--- src/rtl/cpu_ctrl_pkg.sv ---
// Shared definitions for the CPU control sequencer.
// Holds the opcode values, IR field positions, the state encoding and the opcode classifier.
// Imported by ir_decode and control_unit.
package cpu_ctrl_pkg;

  // Opcodes (ir[31:27])
  localparam logic [4:0] OP_ADD  = 5'b00011;
  localparam logic [4:0] OP_SUB  = 5'b00100;
  localparam logic [4:0] OP_AND  = 5'b00101;
  localparam logic [4:0] OP_OR   = 5'b00110;
  localparam logic [4:0] OP_SHR  = 5'b00111;
  localparam logic [4:0] OP_ROR  = 5'b01000;
  localparam logic [4:0] OP_ROL  = 5'b01001;
  localparam logic [4:0] OP_SHRA = 5'b01010;
  localparam logic [4:0] OP_SHL  = 5'b01011;
  localparam logic [4:0] OP_MUL  = 5'b01111;
  localparam logic [4:0] OP_DIV  = 5'b10000;
  localparam logic [4:0] OP_NOP  = 5'b11010;
  localparam logic [4:0] OP_HALT = 5'b11011;

  // IR field bit positions
  localparam int OPC_HI = 31;
  localparam int OPC_LO = 27;
  localparam int RA_HI  = 26;
  localparam int RA_LO  = 23;
  localparam int RB_HI  = 22;
  localparam int RB_LO  = 19;
  localparam int RC_HI  = 18;
  localparam int RC_LO  = 15;

  typedef enum logic [3:0] {
    ST_IDLE   = 4'd0,
    ST_T0     = 4'd1,
    ST_T1     = 4'd2,
    ST_T2     = 4'd3,
    ST_T3     = 4'd4,
    ST_T4     = 4'd5,
    ST_T5     = 4'd6,
    ST_T6     = 4'd7,
    ST_HALTED = 4'd8
  } state_e;

  typedef enum logic [2:0] {
    CLS_ALU3    = 3'd0,
    CLS_MULDIV  = 3'd1,
    CLS_NOP     = 3'd2,
    CLS_HALT    = 3'd3,
    CLS_ILLEGAL = 3'd4
  } op_class_e;

  function automatic op_class_e op_class(input logic [4:0] opc);
    op_class_e cls;
    case (opc)
      OP_ADD, OP_SUB, OP_AND, OP_OR, OP_SHR,
      OP_ROR, OP_ROL, OP_SHRA, OP_SHL: cls = CLS_ALU3;
      OP_MUL, OP_DIV:                  cls = CLS_MULDIV;
      OP_NOP:                          cls = CLS_NOP;
      OP_HALT:                         cls = CLS_HALT;
      default:                         cls = CLS_ILLEGAL;
    endcase
    return cls;
  endfunction

endpackage

--- src/rtl/ir_decode.sv ---
// Combinational IR field decoder: opcode class plus one-hot ra/rb/rc register selects.
// Ports: ir (in, 32) -> opcode (5), op_cls (class), ra_oh/rb_oh/rc_oh (16 each, one-hot).
// Zero latency; no state.
module ir_decode
  import cpu_ctrl_pkg::*;
(
  input  logic [31:0] ir,
  output logic [4:0]  opcode,
  output op_class_e   op_cls,
  output logic [15:0] ra_oh,
  output logic [15:0] rb_oh,
  output logic [15:0] rc_oh
);

  // Immediate/constant field below rc is not used by this sequencer.
  logic unused_ir;
  assign unused_ir = ^ir[RC_LO-1:0];

  always_comb begin
    opcode = ir[OPC_HI:OPC_LO];
    op_cls = op_class(ir[OPC_HI:OPC_LO]);
    ra_oh  = 16'd1 << ir[RA_HI:RA_LO];
    rb_oh  = 16'd1 << ir[RB_HI:RB_LO];
    rc_oh  = 16'd1 << ir[RC_HI:RC_LO];
  end

endmodule

--- src/rtl/control_unit.sv ---
// Moore sequencer producing datapath control strobes over the fixed T0..T6 micro-step schedule.
// Ports: clock, clear (async active-high), run, mem_ready, ir[31:0] in; reg_in/reg_out one-hot,
// datapath strobes, alu_op, busy, halted, illegal out. Outputs decode from the state register and ir.
module control_unit
  import cpu_ctrl_pkg::*;
(
  input  logic        clock,
  input  logic        clear,
  input  logic        run,
  input  logic        mem_ready,
  input  logic [31:0] ir,
  output logic [15:0] reg_in,
  output logic [15:0] reg_out,
  output logic        PCout,
  output logic        IncPC,
  output logic        MARin,
  output logic        memRead,
  output logic        MDRin,
  output logic        MDRout,
  output logic        IRin,
  output logic        Yin,
  output logic        Zin,
  output logic        Zhighout,
  output logic        Zlowout,
  output logic        HIin,
  output logic        LOin,
  output logic        HIout,
  output logic        LOout,
  output logic [4:0]  alu_op,
  output logic        busy,
  output logic        halted,
  output logic        illegal
);

  state_e      state_q, state_d;
  logic        illegal_q, illegal_d;
  logic [4:0]  opcode;
  op_class_e   op_cls;
  logic [15:0] ra_oh, rb_oh, rc_oh;

  ir_decode u_ir_decode (
    .ir     (ir),
    .opcode (opcode),
    .op_cls (op_cls),
    .ra_oh  (ra_oh),
    .rb_oh  (rb_oh),
    .rc_oh  (rc_oh)
  );

  // Next state. run is only consulted in IDLE and on the last step of an instruction.
  always_comb begin
    state_d   = state_q;
    illegal_d = illegal_q;
    case (state_q)
      ST_IDLE: state_d = run ? ST_T0 : ST_IDLE;
      ST_T0:   state_d = ST_T1;
      ST_T1:   state_d = mem_ready ? ST_T2 : ST_T1;
      ST_T2:   state_d = ST_T3;
      ST_T3: begin
        case (op_cls)
          CLS_ALU3, CLS_MULDIV: state_d = ST_T4;
          CLS_NOP:              state_d = run ? ST_T0 : ST_IDLE;
          CLS_HALT: begin
            state_d   = ST_HALTED;
            illegal_d = 1'b0;
          end
          default: begin
            state_d   = ST_HALTED;
            illegal_d = 1'b1;
          end
        endcase
      end
      ST_T4:   state_d = ST_T5;
      ST_T5:   state_d = (op_cls == CLS_MULDIV) ? ST_T6 : (run ? ST_T0 : ST_IDLE);
      ST_T6:   state_d = run ? ST_T0 : ST_IDLE;
      ST_HALTED: state_d = ST_HALTED;
      default: state_d = ST_IDLE;
    endcase
  end

  always_ff @(posedge clock or posedge clear) begin
    if (clear) begin
      state_q   <= ST_IDLE;
      illegal_q <= 1'b0;
    end else begin
      state_q   <= state_d;
      illegal_q <= illegal_d;
    end
  end

  // Strobe decode. IDLE (the reset state) leaves every output at its 0 default,
  // so clear forces all outputs low without waiting for a clock.
  always_comb begin
    reg_in   = '0;
    reg_out  = '0;
    PCout    = 1'b0;
    IncPC    = 1'b0;
    MARin    = 1'b0;
    memRead  = 1'b0;
    MDRin    = 1'b0;
    MDRout   = 1'b0;
    IRin     = 1'b0;
    Yin      = 1'b0;
    Zin      = 1'b0;
    Zhighout = 1'b0;
    Zlowout  = 1'b0;
    HIin     = 1'b0;
    LOin     = 1'b0;
    HIout    = 1'b0;
    LOout    = 1'b0;
    alu_op   = 5'd0;
    case (state_q)
      ST_T0: begin
        PCout = 1'b1;
        MARin = 1'b1;
        IncPC = 1'b1;
      end
      ST_T1: begin
        memRead = 1'b1;
        MDRin   = 1'b1;
      end
      ST_T2: begin
        MDRout = 1'b1;
        IRin   = 1'b1;
      end
      ST_T3: begin
        if (op_cls == CLS_ALU3) begin
          reg_out = rb_oh;
          Yin     = 1'b1;
        end else if (op_cls == CLS_MULDIV) begin
          reg_out = ra_oh;
          Yin     = 1'b1;
        end
      end
      ST_T4: begin
        if (op_cls == CLS_ALU3) begin
          reg_out = rc_oh;
          Zin     = 1'b1;
          alu_op  = opcode;
        end else if (op_cls == CLS_MULDIV) begin
          reg_out = rb_oh;
          Zin     = 1'b1;
          alu_op  = opcode;
        end
      end
      ST_T5: begin
        if (op_cls == CLS_ALU3) begin
          Zlowout = 1'b1;
          reg_in  = ra_oh;
        end else if (op_cls == CLS_MULDIV) begin
          Zlowout = 1'b1;
          LOin    = 1'b1;
        end
      end
      ST_T6: begin
        Zhighout = 1'b1;
        HIin     = 1'b1;
      end
      default: ;
    endcase
  end

  assign busy    = (state_q != ST_IDLE) && (state_q != ST_HALTED);
  assign halted  = (state_q == ST_HALTED);
  assign illegal = (state_q == ST_HALTED) && illegal_q;

endmodule
--- config.mk ---
export PLATFORM = sky130hd
export DESIGN_NAME = control_unit
export DESIGN_NICKNAME = d
export VERILOG_FILES = /design/src/rtl/cpu_ctrl_pkg.sv /design/src/rtl/ir_decode.sv /design/src/rtl/control_unit.sv
export SDC_FILE = /design/constraint.sdc
export NUM_CORES = 1
export LEC_CHECK = 0
export ABC_CLOCK_PERIOD_IN_PS = 2200
export CAP_MARGIN = 10
export CELL_PAD_IN_SITES_DETAIL_PLACEMENT = 2
export CELL_PAD_IN_SITES_GLOBAL_PLACEMENT = 2
export CORE_MARGIN = 5
export CORE_UTILIZATION = 17
export CTS_BUF_LIST = sky130_fd_sc_hd__clkbuf_8 sky130_fd_sc_hd__clkbuf_16
export CTS_CLUSTER_DIAMETER = 50
export DETAILED_ROUTE_END_ITERATION = 10
export MAX_ROUTING_LAYER = met4
export PLACE_DENSITY_LB_ADDON = 0.1
export REMOVE_ABC_BUFFERS = 1
export SLEW_MARGIN = 10
export SYNTH_ARGS = -nofsm -noshare
export SYNTH_HDL_FRONTEND = slang
export SYNTH_SLANG_ARGS = --single-unit
--- constraint.sdc ---
create_clock -name clock -period 2.2 [get_ports clock]
set_clock_uncertainty 0.2 [all_clocks]
set_input_delay 0.22 -clock clock [delete_from_list [all_inputs] [get_ports clock]]
set_output_delay 0.22 -clock clock [all_outputs]
set_load 0.005 [all_outputs]
==> impl_metrics.env, run 1 <==
export IMPL_detail_route_drc_violations=0
export IMPL_synth_distinct_cells=60
export IMPL_powerDensity_mw_per_mm2=477
export IMPL_rows=31
export IMPL_io_buffers=73
export IMPL_io_pins=91
export IMPL_status="finished, violations left"
export IMPL_clkSinkCount=5
export IMPL_cts_max_level=1
export IMPL_wl_per_cell_um=19.3
export IMPL_synth_top_area_share_pct=9.63
export IMPL_root_buffer="clkbuf_8"
export IMPL_start_kind="flop"
export IMPL_p_leak_uw=0.00137
export IMPL_dieWidth_um=97.4
export IMPL_ff2ff_setup_slack_ns=0.44
export IMPL_period_needed_ns=2.44
export IMPL_ir_worst_vdd_uv=193
export IMPL_crit_start="state_q[1]"
export IMPL_grt_first_pass_wirelength_um=12500
export IMPL_clock_latency_ns=0.22
export IMPL_final_nets=373
export IMPL_first_global_vias=2384
export IMPL_yosys_top_cells_count="nor2_1, nand2_1, o221ai_1"
export IMPL_synthCells=191
export IMPL_antenna_cells=0
export IMPL_cts_tree="done"
export IMPL_instances_no_fill=435
export IMPL_clk_pin_slew_ns=0.04
export IMPL_synth_most_common_cell="nor2_1"
export IMPL_cts_buffer_depth=2
export IMPL_rr_startpoint="state_q[1]"
export IMPL_fmax_mhz=410
export IMPL_grt_max_degree=11
export IMPL_pre_cts_ws_ns=-0.814
export IMPL_synthArstFlopShare_pct=100
export IMPL_synth_warnings=0
export IMPL_layout_setup_ws_ns=-0.238
export IMPL_setup_tns_ns=-3.83
export IMPL_routed_wl_um=8390
export IMPL_arrival_ns=2.02
export IMPL_ctsHoldBuffers=0
export IMPL_ant_nets=0
export IMPL_hold_violations=0
export IMPL_finalCritPeriodShare_pct=111
export IMPL_vias_per_cell=4.82
export IMPL_grt_total_usage_pct=16.3
export IMPL_drtIter0Drc=27
export IMPL_gp_congestion=0.874
export IMPL_crit_path_max_fanout=4
export IMPL_ys_ff_latch=5
export IMPL_ys_top_cells_by_area="dfrtp_1, nor2_1, o221ai_1"
export IMPL_holdCritPathClass="input pin to async pin"
export IMPL_via_count=2096
export IMPL_reg2reg_to="state_q[2]"
export IMPL_coreArea_sq_mm=0.00733
export IMPL_start_util_pct=17.7
export IMPL_cts_buffers_inserted=3
export IMPL_ys_seq_area_share_pct=9.63
export IMPL_die_area_sq_mm=0.00949
export IMPL_dieHeight_um=97.4
export IMPL_required_ns=1.78
export IMPL_antenna_found_initial=0
export IMPL_path_class="flop to primary output"
export IMPL_power_total_uw=1450
export IMPL_syn2layout_area_growth_pct=133
export IMPL_end_kind="primary output"
export IMPL_reg2reg_depth=5
export IMPL_ys_flop_type="dfrtp_1"
export IMPL_final_util_pct=41.3
export IMPL_dp_hpwl_um=6250
export IMPL_synth_edf_count=0
export IMPL_drv_cap=0
export IMPL_drive_above_1_share_pct=64.0
export IMPL_slew_viol_final=0
export IMPL_synth_area_leader_cell="dfrtp_1"
export IMPL_syn_area_sq_mm=0.00130
export IMPL_dr_pass1_iters=4
export IMPL_violations="setup timing"
export IMPL_synth_avg_cell_area_sq_um=6.80
export IMPL_dp_cells=407
export IMPL_grt_setup_unrepaired="true"
export IMPL_grt_overflow_total=0
export IMPL_setup_violations=27
[worst max path at each step]
| stage | endpoint | cells after the start | slack (ns) |
|---|---|---|---|
| floorplan | reg_out[0] | 5 | 0.03 |
| global placement | reg_out[0] | 8 | -0.82 |
| detailed placement | reg_in[14] | 8 | -0.81 |
| CTS | reg_out[0] | 7 | -0.28 |
| global route | reg_out[10] | 7 | -0.32 |
| finish | reg_out[0] | 7 | -0.24 |
[layout by cell type, fill, tap and decap left out, drive strengths merged, types with 2 or more instances in the layout]
cell type,synthesis,final
inv,10,11
o32ai,2,2
o21ai,6,6
nor3,10,10
a2bb2oi,3,3
dlygate4sd2,0,6
a21oi,8,8
or2,3,3
clkbuf,5,5
nor4,8,8
nor3b,2,2
nor2b,5,5
and2,3,3
a22o,2,2
and3,4,4
nand3,7,7
nand2,16,16
or3,3,3
dlymetal6s2s,0,2
nand3b,2,2
clkdlybuf4s50,0,20
nor2,26,26
nand4,2,2
o31ai,2,2
dfrtp,5,5
or4,2,2
or3b,3,3
nand2b,8,8
o22ai,2,2
conb,1,2
o221ai,11,11
buf,14,128
[metrics by stage]
| stage | cell area [sq um] | hold WS, ns |
|---|---|---|
| final | 3030 | 0.0140 |
| after global routing | 3030 | 0.0500 |
| after detailed placement | 2510 | 0.253 |
| after floorplan | 1190 | -0.201 |
| after CTS | 2860 | 0.0230 |
| after global placement | 2510 | 0.249 |
[state kept, by name (all words and copies together) (netlist names)]
| register | flops |
|---|---|
| illegal_q | 1 |
| state_q | 4 |
[cells by family after synthesis]
family          synth area share [%]
compound gates                  29.7
xor+xnor                       0.674
simple gates                    48.3
flops                           9.63
other cells                    0.289
buf+inv                         11.5
[report_power, final]
part           total, uW  internal (uW)  switching, uW  leakage, uW
Sequential           187            133           54.1    0.0000608
Clock                169            120           49.2    0.0000269
Combinational       1090            589            500      0.00128
[what timing repair did]
item                       CTS  global route
setup buffers               18            10
setup endpoints to repair   53            41
gates resized for setup    230            68
pin swaps                   27            24
[per-layer routing]
layer | up-vias | routed length (um) | GRT usage (%)
li1 | 997 | - | -
met1 | 1049 | 3500 | 18.3
met2 | 42 | 4680 | 30.9
met3 | 8 | 161 | 2.15
met4 | 0 | 53 | 3.19
met5 | - | 0 | -
[critical path, stage by stage (launching register included)]
cell and delay, ns:
dfrtp_1 0.41, nand4bb_4 0.26, buf_6 0.15, o2bb2ai_4 0.11, or3b_4 0.42, buf_6 0.13, o31ai_4 0.15, buf_2 0.14
[layout make-up]
type	count	area (sq um)
flip-flops and latches	5	128
clock buffers	3	41.3
clock inverters	1	3.75
multi-input cells	158	1430
repair buffers	159	1270
well taps	99	124
fillers	812	4300
inverters	10	37.5
Note: power is estimated with default switching activity, not from simulation.
==> run 2, diff against run 1 <==
Settings changed: TNS_END_PERCENT from default to 1.
==> run 2 against run 1 <==
The flow still finishes with violations (setup timing). Cell area down 4.7%. Die area unchanged. First-iteration DRC count down 19%. Non-clock buffer count down 12. Power down 6.5%. Core utilization down 2.0 points. Combinational power down 8%. Global-route usage down 0.23 points. Sequential share of layout area up 0.17 points. Critical path type unchanged.
==> impl_metrics.env, run 2 (same netlist as run 1, synthesis figures left out) <==
export IMPL_grt_setup_unrepaired="true"
export IMPL_p_sw_uw=565
export IMPL_routed_wl_um=7750
export IMPL_finalCritPeriodShare_pct=113
export IMPL_rows=31
export IMPL_power_total_uw=1350
export IMPL_slew_viol_final=0
export IMPL_holdCritPathClass="input pin to async pin"
export IMPL_wl_per_cell_um=18.3
export IMPL_status="finished, violations left"
export IMPL_violations="setup timing"
export IMPL_ir_worst_vdd_uv=190
export IMPL_start_util_pct=17.7
export IMPL_vias_per_cell=4.79
export IMPL_required_ns=1.78
export IMPL_period_needed_ns=2.48
export IMPL_first_global_vias=2306
export IMPL_instances_no_fill=423
export IMPL_clock_latency_ns=0.22
export IMPL_ff2ff_setup_slack_ns=0.49
export IMPL_via_count=2028
export IMPL_drtIter0Drc=22
export IMPL_arrival_ns=2.06
export IMPL_hold_violations=0
export IMPL_detail_route_drc_violations=0
export IMPL_ctsHoldBuffers=0
export IMPL_fmax_mhz=402
export IMPL_grt_overflow_total=0
export IMPL_final_cell_mix="buf_4, clkdlybuf4s50_1, nor2_1, buf_2, nand2_1"
export IMPL_cts_buffers_inserted=3
export IMPL_antenna_found_initial=0
export IMPL_cts_tree="done"
export IMPL_combPwrFrac_pct=74.0
export IMPL_drv_cap=0
export IMPL_syn2layout_area_growth_pct=122
export IMPL_dr_pass1_iters=4
export IMPL_io_pins=91
export IMPL_fillers=839
export IMPL_antenna_cells=0
export IMPL_dieWidth_um=97.4
export IMPL_grt_first_pass_wirelength_um=12400
export IMPL_ant_nets=0
export IMPL_timing_hold_ws_ns=0.0169
export IMPL_powerDensity_mw_per_mm2=468
export IMPL_path_class="flop to primary output"
export IMPL_cts_max_level=1
export IMPL_crit_path_max_fanout=4
export IMPL_layout_setup_ws_ns=-0.285
export IMPL_setup_tns_ns=-2.98
export IMPL_clkSinkCount=5
export IMPL_dp_hpwl_um=6250
export IMPL_final_util_pct=39.4
export IMPL_drive_above_1_share_pct=53.1
export IMPL_sw_frac_of_total_pct=41.8
export IMPL_setup_violations=20
export IMPL_root_buffer="clkbuf_8"
export IMPL_end_kind="primary output"
export IMPL_coreArea_sq_mm=0.00733
export IMPL_start_kind="flop"
export IMPL_largest_reg_flops=4
export IMPL_p_leak_uw=0.00130
export IMPL_dieHeight_um=97.4
export IMPL_largest_register="state_q"
export IMPL_top_regs="state_q x4, illegal_q x1"
export IMPL_die_area_sq_mm=0.00949
export IMPL_clk_pin_slew_ns=0.04
export IMPL_final_common_cell="buf_4"
export IMPL_io_buffers=73
export IMPL_clock_power_share_pct=12.1
export IMPL_grt_total_usage_pct=16.1
export IMPL_grt_max_degree=11
export IMPL_dp_cells=407
export IMPL_gp_congestion=0.874
export IMPL_final_nets=361
export IMPL_power_internal_uw=786
export IMPL_pwr_share_seq_pct=13.9
export IMPL_cts_buffer_depth=2
[run 2: cell types whose count changed in the layout (fill, tap and decap cells not counted), sizes merged]
cell,previous run,this run
buf,128,92
clkdlybuf4s50,20,24
clkbuf,5,8
clkdlybuf4s15,1,12
dlygate4sd2,6,12
[run 2: path summary, 6_finish.rpt]
| check | start | end | cells after the start |
|---|---|---|---|
| setup / recovery | state_q[1] | reg_out[0] | 7 |
| hold / removal | clear | state_q[3] | 2 |
| setup reg to reg | state_q[2] | state_q[2] | 4 |
| hold reg to reg | illegal_q | illegal_q | 2 |
| max in group asynchronous | clear | state_q[0] | 2 |
| min in group clock | illegal_q | illegal_q | 2 |
[run 2: power groups by stage]
stage / Clock [uW] / Sequential (uW) / Combinational [uW]
2_1_floorplan: 0 / 196 / 271
3_3_place_gp: 0 / 176 / 793
3_5_place_dp: 0 / 179 / 810
4_1_cts: 168 / 190 / 910
5_1_grt: 174 / 192 / 1070
6_report: 164 / 187 / 1000
[run 2: metrics by stage]
step | worst slack (ns) | instance area, sq um
after floorplan | 0.0306 | 1190
after global placement | -0.821 | 2510
after detailed placement | -0.814 | 2510
after CTS | -0.317 | 2800
after global routing | -0.364 | 2890
final | -0.285 | 2890
[run 2: layout make-up]
| type | count | area [sq um] | share of cell area (%) |
|---|---|---|---|
| clock buffer | 3 | 41.3 | 1.43 |
| clock inverter | 1 | 3.75 | 0.130 |
| inverter | 10 | 37.5 | 1.30 |
| multi-input combinational | 158 | 1320 | 45.8 |
| sequential | 5 | 126 | 4.38 |
| tap | 99 | 124 | 4.29 |
| timing repair buffer | 147 | 1230 | 42.7 |
[run 2: worst max-delay path, cell delays in order (launching register included)]
cell       delay [ns]
dfrtp_1          0.42
nand4bb_4        0.27
buf_6            0.16
o2bb2ai_4        0.15
or3b_4           0.42
buf_6            0.13
o31ai_4          0.15
buf_2            0.14
[run 2: what timing repair did]
item / 4_1_cts / 5_1_grt
buffers inserted: 9 / 3
setup endpoints to repair: 53 / 43
resized for setup: 163 / 41
pin swaps: 16 / 15
endpoints found under the hold margin: 0 / 0
[run 2: per-layer routing]
layer  wire (um)  up-vias  GRT usage [%]
met5           0        -              -
met4          64        0           2.98
met2        4190       42           30.2
met3         109        8           1.79
met1        3380     1003           18.5
li1            -      975              -
